[config.mk]
export PLATFORM = sky130hd
export DESIGN_NAME = alu_pipe
export DESIGN_NICKNAME = d
export VERILOG_FILES = /design/src/rtl/alu_pkg.sv /design/src/rtl/alu_pipe_stage.sv /design/src/rtl/alu_pipe.sv
export SDC_FILE = /design/constraint.sdc
export NUM_CORES = 1
export LEC_CHECK = 0
export BUFFER_PORTS_ARGS = -buffer_cell sky130_fd_sc_hd__clkbuf_2
export CELL_PAD_IN_SITES_DETAIL_PLACEMENT = 0
export CELL_PAD_IN_SITES_GLOBAL_PLACEMENT = 1
export CORE_MARGIN = 2
export CORE_UTILIZATION = 30
export CTS_BUF_LIST = sky130_fd_sc_hd__clkbuf_4
export DETAILED_ROUTE_END_ITERATION = 10
export GPL_TIMING_DRIVEN = 0
export PLACE_DENSITY_LB_ADDON = 0.12
export SLEW_MARGIN = 40
export SYNTH_ARGS = -nofsm -noshare
export SYNTH_HDL_FRONTEND = slang
export SYNTH_HIERARCHICAL = 1
export SYNTH_SLANG_ARGS = --single-unit
[constraint.sdc]
create_clock -name clk -period 1.3 [get_ports clk]
set_input_delay 0.13 -clock clk [delete_from_list [all_inputs] [get_ports clk]]
set_output_delay 0.13 -clock clk [all_outputs]
set_load 0.02 [all_outputs]
[src/rtl/alu_pkg.sv]
// Shared definitions for the pipelined ALU: the op encoding, the flag bit
// positions and the width-generic combinational compute function.
package alu_pkg;

  typedef enum logic [2:0] {
    OP_ADD = 3'd0,
    OP_SUB = 3'd1,
    OP_AND = 3'd2,
    OP_OR  = 3'd3,
    OP_XOR = 3'd4,
    OP_SLL = 3'd5,
    OP_SRL = 3'd6,
    OP_SLT = 3'd7
  } alu_op_e;

  // Bit positions inside the 4-bit flag field {zero, neg, carry, ovf}.
  localparam int FLAG_Z = 3;
  localparam int FLAG_N = 2;
  localparam int FLAG_C = 1;
  localparam int FLAG_V = 0;
  localparam int FLAG_W = 4;

  // The class exists only to give the compute function a width parameter;
  // it is never instantiated, the static method is called directly.
  virtual class alu_calc #(parameter int W = 32);

    // Shifts use only the low log2(W) bits of operand B.
    localparam int SHW = (W > 1) ? $clog2(W) : 1;

    // Returns {res, flags} with res truncated to W bits.
    static function logic [W+FLAG_W-1:0] compute(input logic [W-1:0] a,
                                                 input logic [W-1:0] b,
                                                 input alu_op_e      op);
      logic [W:0]        wide;
      logic [W-1:0]      res;
      logic [SHW-1:0]    shamt;
      logic [FLAG_W-1:0] flags;
      logic              carry;
      logic              ovf;
      wide  = '0;
      res   = '0;
      carry = 1'b0;
      ovf   = 1'b0;
      shamt = b[SHW-1:0];
      case (op)
        OP_ADD: begin
          wide  = {1'b0, a} + {1'b0, b};
          res   = wide[W-1:0];
          carry = wide[W];
          // Same-sign operands producing a differently signed sum.
          ovf   = (a[W-1] == b[W-1]) && (res[W-1] != a[W-1]);
        end
        OP_SUB: begin
          wide  = {1'b0, a} - {1'b0, b};
          res   = wide[W-1:0];
          // Carry means no borrow, i.e. a >= b unsigned.
          carry = ~wide[W];
          ovf   = (a[W-1] != b[W-1]) && (res[W-1] != a[W-1]);
        end
        OP_AND:  res = a & b;
        OP_OR:   res = a | b;
        OP_XOR:  res = a ^ b;
        OP_SLL:  res = a << shamt;
        OP_SRL:  res = a >> shamt;
        OP_SLT:  res = {{(W-1){1'b0}}, ($signed(a) < $signed(b))};
        default: res = '0;
      endcase
      flags         = '0;
      flags[FLAG_Z] = (res == '0);
      flags[FLAG_N] = res[W-1];
      flags[FLAG_C] = carry;
      flags[FLAG_V] = ovf;
      return {res, flags};
    endfunction

  endclass

endpackage

[src/rtl/alu_pipe_stage.sv]
// One pipeline slot: a valid bit with async clear plus an unreset data
// register. The slot loads when it is empty or when everything downstream
// can move; otherwise it holds its contents unchanged.
module alu_pipe_stage
  import alu_pkg::*;
#(
  parameter int DW = 36
) (
  input  logic          clk,
  input  logic          rst_n,
  input  logic          down_free,
  input  logic          in_valid,
  input  logic [DW-1:0] in_data,
  output logic          advance,
  output logic          out_valid,
  output logic [DW-1:0] out_data
);

  logic          valid_reg;
  logic [DW-1:0] data_reg;

  // down_free already folds in every later stage, so this is the full
  // "empty or downstream advancing" rule without chaining through siblings.
  assign advance = !valid_reg || down_free;

  // Valid bit: cleared at once by reset, otherwise follows upstream on advance.
  always_ff @(posedge clk or negedge rst_n) begin
    if (!rst_n) begin
      valid_reg <= 1'b0;
    end else if (advance) begin
      valid_reg <= in_valid;
    end
  end

  // Payload: captured only when a real beat moves in; held while stalled.
  always_ff @(posedge clk) begin
    if (advance && in_valid) begin
      data_reg <= in_data;
    end
  end

  assign out_valid = valid_reg;
  assign out_data  = data_reg;

endmodule

[src/rtl/alu_pipe.sv]
// Pipelined ALU with valid/ready handshake. The result is computed from the
// raw inputs and captured in stage 0; the remaining stages only delay
// {res, flags}. Backpressure propagates combinationally from out_ready.
module alu_pipe
  import alu_pkg::*;
#(
  parameter int WIDTH   = 32,
  parameter int LATENCY = 2
) (
  input  logic             clk,
  input  logic             rst_n,
  input  logic             in_valid,
  output logic             in_ready,
  input  logic [WIDTH-1:0] in_a,
  input  logic [WIDTH-1:0] in_b,
  input  logic [2:0]       in_op,
  output logic             out_valid,
  input  logic             out_ready,
  output logic [WIDTH-1:0] out_res,
  output logic [3:0]       out_flags
);

  localparam int DW = WIDTH + FLAG_W;

  // Index 0 is the pipe input; index i+1 is the output of stage i.
  logic [LATENCY:0]   valid_chain;
  logic [DW-1:0]      data_arr [0:LATENCY];
  logic [LATENCY-1:0] adv_vec;
  logic [LATENCY-1:0] free_vec;

  assign valid_chain[0] = in_valid;
  assign data_arr[0]    = alu_calc#(WIDTH)::compute(in_a, in_b, alu_op_e'(in_op));

  // Downstream-free per stage: out_ready, or any later slot empty. Written as a
  // lookahead over valid bits so no advance signal depends on another one.
  always_comb begin
    free_vec = '0;
    for (int i = 0; i < LATENCY; i++) begin
      free_vec[i] = out_ready;
      for (int j = i + 1; j < LATENCY; j++) begin
        if (!valid_chain[j+1]) begin
          free_vec[i] = 1'b1;
        end
      end
    end
  end

  genvar gi;
  generate
    for (gi = 0; gi < LATENCY; gi++) begin : g_stage
      alu_pipe_stage #(.DW(DW)) u_stage (
        .clk       (clk),
        .rst_n     (rst_n),
        .down_free (free_vec[gi]),
        .in_valid  (valid_chain[gi]),
        .in_data   (data_arr[gi]),
        .advance   (adv_vec[gi]),
        .out_valid (valid_chain[gi+1]),
        .out_data  (data_arr[gi+1])
      );
    end
  endgenerate

  assign in_ready  = adv_vec[0];
  assign out_valid = valid_chain[LATENCY];
  // Data regs are unreset, so gate them to show zeros whenever nothing is valid.
  assign out_res   = out_valid ? data_arr[LATENCY][DW-1:FLAG_W] : '0;
  assign out_flags = out_valid ? data_arr[LATENCY][FLAG_W-1:0]  : '0;

endmodule

# Word level (Yosys, flattened, before mapping)
# Index checks and enable logic that the tools add are counted.
# W data, S select, Z words.
# totals
regBits,74
in_bits,71
out_inout_bits,38
# op_classes
add_sub_neg,2
magnitude_cmp,1
eq_ne,11
shift,2
muxes,6
bitwise_logic,4
n_reduce_logical,10
# op_table
operator,count
$pmux W32 S8,1
$add A32 B32 Y33,1
$sub A32 B32 Y33,1
$and A32 B32 Y32,1
$logic_not A32 Y1,1
$lt A32 B32 Y1,1
$mux W32,1
$or A32 B32 Y32,1
$shl A32 B5 Y32,1
$shr A32 B5 Y32,1
$xor A32 B32 Y32,1
$eq A3 B3 Y1 const B,4
$eq A3 B2 Y1 const B,2
$logic_and A1 B1 Y1,4
$mux W4,1
$pmux W1 S2,2
$eq A3 B1 Y1 const B,1
$logic_not A3 Y1,1
$ne A1 B1 Y1,3
$logic_not A1 Y1,2
$logic_or A1 B1 Y1,2
$eq A1 B1 Y1,1
$mux W1,1
$not A1 Y1,1

# Depth between registers and ports, before layout
# Gate-level depths: netlist of the first run.
# logic_depth
word_depth,4
mapped_depth,17

# Modules after synthesis
# Netlist of the first run, hierarchy kept.
# modules_own_cells
mod,n_inst,cells_per_inst,area_per_inst_um2,seq_area_each_um2
alu_pipe,1,1371,9395.3,0.0
alu_pipe_stage,2,40,1134.8,1106.1

# Worst setup path after synthesis of the first run
# Ideal clock, no wire load.
# synth_path
kind,input to register
from,in in_b[3]
to,"reg g_stage[0].u_stage.data_reg[3], data pin"
setup_ps,170
arrival_time_ps,3995
required_time_ps,1130
slack_ps,-2864
cell_stages,16
path_buffers,3
cell_sequence,clkbuf_1 clkinv_1 clkbuf_1 buf_1 ha_1 nor2_1 a2111o_1 a41oi_2 a21oi_1 a31o_2 a211oi_1 xnor2_1 o221ai_1 or3_1 or3_1 nor4_2
# synth_lines
element,line,rtl
from (decl),alu_pipe.sv:15,"input logic [WIDTH-1:0] in_b,"
to (signal assigned),alu_pipe_stage.sv:38,data_reg <= in_data;
to (decl),alu_pipe_stage.sv:20,logic [DW-1:0] data_reg;

==> results of run 1 <==
==> cells in the mapped netlist, types with 30 or more instances <==
library cell,count,area share [%]
nor2_1,139,4.5
a21oi_1,124,5.3
nand2_1,109,3.5
inv_1,101,3.2
ha_1,97,10
o21ai_0,84,3.6
edfxtp_1,72,19
mux2i_1,55,4.7
and2_1,53,2.8
clkbuf_1,46,1.5
nor3_1,41,1.8
buf_2,33,1.4
a211oi_1,30,1.9
==> worst max-delay path, cell delays in order <==
cell       delay (ps)
buf_8              70
clkbuf_16         140
clkinv_8           50
clkbuf_16         140
buf_12            130
ha_4              280
buf_8             130
o211ai_1          170
a2111o_1          480
buf_6             170
a2111o_1          420
nand3_2           130
nor4_1             70
o21ai_1           140
o211ai_1          130
or3_1             360
or3_1             390
nor4_2            170
==> cells by family (layout without fill, tap and decap cells) <==
group                      Yosys count  after routing  share of synthesized area (%)
buffers and inverters              207            454                           7.72
muxes                              112            112                           13.8
AOI/OAI and AO/OA                  458            458                           26.5
DFF                                 74             74                           19.0
adders and majority gates           99             99                           10.7
xor gates and xnor gates            20             20                           1.50
and+or+nand+nor                    481            496                           20.8
other                                0              6                              0
==> worst max-delay path by stage <==
stage | start | to | slack, ps | cells past startpoint
after global placement | in_op[0] | g_stage[0].u_stage/out_data[3] | -3730 | 14
after detailed placement | in_op[0] | g_stage[0].u_stage/out_data[3] | -3790 | 14
after global routing | in_b[3] | g_stage[0].u_stage/out_data[3] | -2240 | 19
final | in_b[3] | g_stage[0].u_stage/out_data[3] | -2180 | 18
after floorplan | in_b[2] | g_stage[0].u_stage/out_data[3] | -2070 | 17
after CTS | in_a[9] | g_stage[0].u_stage/out_data[3] | -2250 | 16
==> metal layers <==
| metal | up-vias | routed length, um | share of wire, % |
|---|---|---|---|
| met4 | 0 | 3390 | 4.9 |
| met1 | 6786 | 28300 | 41 |
| li1 | 5987 | - | - |
| met5 | - | 0 | 0 |
| met2 | 669 | 32700 | 47 |
| met3 | 143 | 5030 | 7.2 |
==> area by class of cell <==
type | count | area [sq um]
buffer | 96 | 865
multi-input combinational | 1185 | 10300
sequential | 74 | 2210
tap | 518 | 648
clock buffer | 9 | 67.6
clock inverter | 7 | 36.3
timing repair buffer | 237 | 2210
fill | 3939 | 21700
inverter | 105 | 434
antenna | 6 | 15.0
==> power groups by stage <==
stage               Clock (mW)  Combinational (mW)  Sequential (mW)
floorplan                    0                3.48             3.03
global placement             0                5.74             3.05
detailed placement           0                5.74             3.05
CTS                       1.13                7.21             3.00
global route              1.21                8.32             3.02
finish                    1.08                7.98             3.00
==> per-stage QoR <==
step                      setup slack (ps)  TNS [ps]
final                                -2180    -64510
after global routing                 -2240    -69720
after CTS                            -2250    -70590
after detailed placement             -3790   -100440
after global placement               -3730   -106770
after floorplan                      -2070    -51500
==> state kept, by name (all words and copies together) (netlist names) <==
register,cells
g_stage.u_stage/out_valid,2
g_stage.u_stage/out_data,72
==> timing repair <==
item / in CTS / in global routing
setup endpoints to repair: 146 / 146
hold buffers: 2 / 0
setup buffers: 83 / 38
pin swaps: 64 / 64
endpoints found under the hold margin: 2 / 0
resized for setup: 380 / 219
cloned: 18 / 2
==> impl_metrics.csv, run 1 <==
group,metric,value,unit
global_route,antenna_found_initial,3,
floorplanning,pin_count,109,
sta,hold_violations,0,
power,internal_power,6.56,mW
floorplanning,die-area,40500,sq um
cts,cts_max_level,3,
power,p_leak,6.77,nW
global_route,grt_overflow,0,
synthesis,ys_warn_count,6,
synthesis,synth_area,11700,sq um
global_route,grt_pass1_wl,96.8,mm
power,power_frac_seq,24.9,%
synthesis,netlist_instances,1451,
critical_path,reg2reg_slack,-170,ps
critical_path,regToRegEndpoint,"g_stage[0].u_stage/out_data[17]",
hold_path,worstHoldEndpoint,"g_stage[0].u_stage/out_valid",
routing,firstDrtPassIters,6,
sta,setup_viol,110,
sta,relSlewSlack,42.3,%
routing,vias,13600,
placed_design,portBuffers,108,
sta,drv_slew,0,
synthesis,synth_nets,1621,
cells_and_area,final_common_cell,"nor2_1",
hold_path,hold_depth,2,
critical_path,cp.required,1520,ps
routing,post-route-drc-count,0,
routing,wl_per_cell,31.0,um
synthesis,synth_top_flop_cell,"edfxtp_1",
cts,numCtsBuffers,9,
cells_and_area,synthToLayoutAreaGrowth,44.1,%
status,violations,"negative setup slack",
sta,holdWs,107,ps
cts,clockBufferDepth,2,
cts,root_buffer,"clkbuf_4",
hold_path,hp-class,"in -> reg",
power,power_density,717,nW/um^2
synthesis,synth-seq-cells,74,
synthesis,synth.distinct_cells,96,
routing,wl,69.4,mm
sta,fin_crit_sh,268,%
global_route,grt_max_degree,13,
hold_path,hp-start,"in_valid",
placed_design,place_area,13300,sq um
cells_and_area,layout-drive-gt1-share,39.3,%
critical_path,worstSetupEndpointType,"flip-flop",
critical_path,arrival,3700,ps
floorplanning,die_y,201,um
cts,insertion_delay,410,ps
cells_and_area,design_area,16800,sq um
status,outcome,"finished, violations left",
critical_path,r2r-start,"g_stage[1].u_stage/out_valid",
synthesis,ys_async_sr_fraction,2.70,%
sta,max_freq,287,MHz
floorplanning,start_util,30.3,%
floorplanning,row_count,72,
global_route,grtUsageMet3,6.19,%
cells_and_area,final_nets,1878,
job,maxCapViolations,0,
sta,worst_pin_slew,865,ps
power,ir_drop,370,uV
placed_design,gp_congestion,0.990,
synthesis,ys_seq_area_share,19.0,%
floorplanning,fp.coreArea,38600,sq um
cells_and_area,stdcell_count,2237,
sta,post-route-min-period,3480,ps
power,power_frac_clock,8.9,%
cts,clk_pin_slew_worst_paths,120,ps
critical_path,crit_type,"in -> reg",
power,p_total,12.1,mW
routing,final_antenna_net_count,0,
placed_design,dp.cells,2083,
power,comb_power_share,66.2,%
critical_path,ff2ff_path_depth,6,
global_route,grt_usage,33.1,%
synthesis,synth.avg_cell_area,8.04,sq um
global_route,grt_use_met1,41.5,%
sta,fin_worst_skew,18.7,ps
routing,first_iter_violations,1558,
global_route,grt-busiest-layer,"met2",
critical_path,startpoint_type,"primary input",
power,switching_share,45.6,%
cells_and_area,layout_common_cells,"129 x nor2_1, 100 x nand2_1, 100 x a21oi_1",
global_route,met2_usage,55.2,%
cts,clock-sinks,74,
routing,routed_via_density,6.07,
floorplanning,die_w,201,um
cts,cts_tree,"built",
sta,rsz0062_at_grt,"yes",
placed_design,dp_hpwl,53.9,mm
sta,layout_setup_ws,-2180,ps
synthesis,synth-edff-count,72,
critical_path,cp_max_fo,7,
global_route,grt_pass1_vias,13200,
cells_and_area,finish.utilization,43.6,%
power,switchingPower,5.50,mW
Power figures use the tool's default switching activity.
==> run 2, diff against run 1 <==
CELL_PAD_IN_SITES_DETAIL_PLACEMENT = unset   (was 0)
CELL_PAD_IN_SITES_GLOBAL_PLACEMENT = unset   (was 1)
==> impl_metrics.csv, run 2 (synthesis results as in run 1) <==
group,metric,value,unit
sta,fin_setup_tns,-69830,ps
routing,vias,13700,
cts,cts_max_level,3,
routing,routed_via_density,6.09,
critical_path,critical-path-top-delay-family,"compound AO/OA/AOI/OAI gates",
floorplanning,die_w,201,um
cells_and_area,final_common_cell,"nor2_1",
hold_path,hp-class,"in -> async",
critical_path,worstSetupEndpointType,"flip-flop",
cells_and_area,final_nets,1891,
global_route,grt_pass1_vias,13500,
sta,hold_violations,0,
routing,post-route-drc-count,0,
placed_design,place_area,13300,sq um
routing,final_antenna_net_count,0,
cells_and_area,synthToLayoutAreaGrowth,45.0,%
critical_path,cp_cell_sequence,"clkbuf_2 > buf_6 > inv_2 > ha_1 > buf_6 > nor2b_4 > or4_1 > o22a_2 > buf_6 > a21oi_4 > a21oi_2 > xnor2_2 > o221ai_2 > a211o_1 > nor4_2 > nand4b_1 > nor4_2",
cells_and_area,seq_area,2210,sq um
sta,worst_pin_slew,879,ps
critical_path,max_stage_delay,470,ps
global_route,grt_pass1_wl,97.2,mm
floorplanning,pin_count,109,
power,ir_drop,429,uV
cells_and_area,layout-drive-gt1-share,39.9,%
cts,cts_tree,"built",
global_route,grt_usage,32.9,%
sta,drv_slew,0,
critical_path,cp.required,1540,ps
cells_and_area,design_area,16900,sq um
cts,clk_pin_slew_worst_paths,110,ps
cts,clockBufferDepth,2,
placed_design,dp.cells,2081,
cells_and_area,fillers,3906,
status,outcome,"finished, violations left",
cts,clock-sinks,74,
global_route,antenna_found_initial,2,
sta,fin_crit_sh,267,%
floorplanning,fp.coreArea,38600,sq um
placed_design,gp_congestion,1.03,
routing,firstDrtPassIters,6,
status,violations,"negative setup slack",
sta,relSlewSlack,41.4,%
power,power_density,738,nW/um^2
floorplanning,die_y,201,um
cells_and_area,layout_common_cells,"128 x nor2_1, 111 x buf_4, 102 x nand2_1",
floorplanning,die-area,40500,sq um
routing,wl_per_cell,30.3,um
floorplanning,row_count,72,
critical_path,startpoint_type,"primary input",
cells_and_area,stdcell_count,2246,
critical_path,crit_top_cell,"buf_6",
critical_path,crit_buf_inv,5,
sta,max_freq,288,MHz
placed_design,dp_hpwl,53.2,mm
cts,insertion_delay,410,ps
cells_and_area,largest_register_ffs,72,
critical_path,cp_max_fo,9,
power,p_leak,6.86,nW
cts,root_buffer,"clkbuf_4",
sta,fin_worst_skew,14.1,ps
cts,numCtsBuffers,9,
global_route,grt_max_degree,15,
sta,setup_viol,146,
critical_path,crit_type,"in -> reg",
floorplanning,start_util,30.3,%
global_route,grt_overflow,0,
routing,wl,68.0,mm
sta,post-route-min-period,3480,ps
sta,holdWs,59.4,ps
critical_path,critPathSlowestCell,"or4_1",
sta,layout_setup_ws,-2180,ps
placed_design,portBuffers,108,
critical_path,arrival,3720,ps
routing,first_iter_violations,1391,
cells_and_area,multi_input_area,10200,sq um
sta,rsz0062_at_grt,"yes",
job,maxCapViolations,0,
-- run 2: worst reg2reg max path, cell delays in order, from the launching register on --
cell	delay [ps]
dfrtp_2	450
buf_6	140
nand2b_4	60
nand2b_4	150
buf_12	120
and2_4	180
buf_12	140
-- run 2: stage by stage --
stage / worst slack [ps] / utilization (%) / power [mW]
final: -2180 / 43.9 / 12.5
after global routing: -2260 / 43.9 / 13.0
after CTS: -2190 / 41.8 / 11.8
after detailed placement: -3730 / 34.5 / 8.75
after global placement: -3710 / 34.3 / 8.76
after floorplan: -2070 / - / 6.51
-- run 2: repair_timing --
action,CTS,global route
pin swaps,88,77
hold buffers,1,0
hold endpoints to repair,2,0
cloned,9,0
resized for setup,395,194
setup buffers,120,46
endpoints found under the setup margin,146,110
-- run 2: power breakdown --
part	internal [mW]	total [mW]	switching, mW
registers	2.94	3.00	0.0604
logic	3.38	8.10	4.72
clock network	0.597	1.40	0.800
-- run 2: per-layer routing --
metal | wire length (um) | up-vias | part of all wire, % | global-route usage (%)
li1 | - | 5968 | - | -
met1 | 27100 | 6761 | 40 | 42.5
met2 | 31300 | 787 | 46 | 54.9
met3 | 6110 | 161 | 9.0 | 5.51
met4 | 3410 | 2 | 5.0 | 13.1
met5 | 18 | - | 0.026 | 0
-- run 2: path summary, 6_finish.rpt --
path                                                start  slack (ps)  depth (start not counted)                              end
setup / recovery                                  in_b[4]       -2180                         17   g_stage[0].u_stage/out_data[3]
hold / removal                                      rst_n          60                          2     g_stage[1].u_stage/out_valid
setup reg to reg             g_stage[1].u_stage/out_valid        -210                          6  g_stage[0].u_stage/out_data[24]
hold reg to reg            g_stage[0].u_stage/out_data[0]         430                          0   g_stage[1].u_stage/out_data[0]
max in group asynchronous                           rst_n        1130                          2     g_stage[1].u_stage/out_valid
min in group clk                                out_ready          70                          3     g_stage[1].u_stage/out_valid
-- run 2: final cells by class --
| type | instances | area share, % |
|---|---|---|
| tap | 518 | 3.83 |
| multi-input combinational | 1176 | 60.2 |
| inverter | 105 | 2.63 |
| clock buffer | 9 | 0.399 |
| timing repair buffer | 262 | 14.5 |
| sequential | 74 | 13.1 |
| antenna | 2 | 0.0296 |
| buffer | 93 | 4.90 |
| clock inverter | 7 | 0.459 |
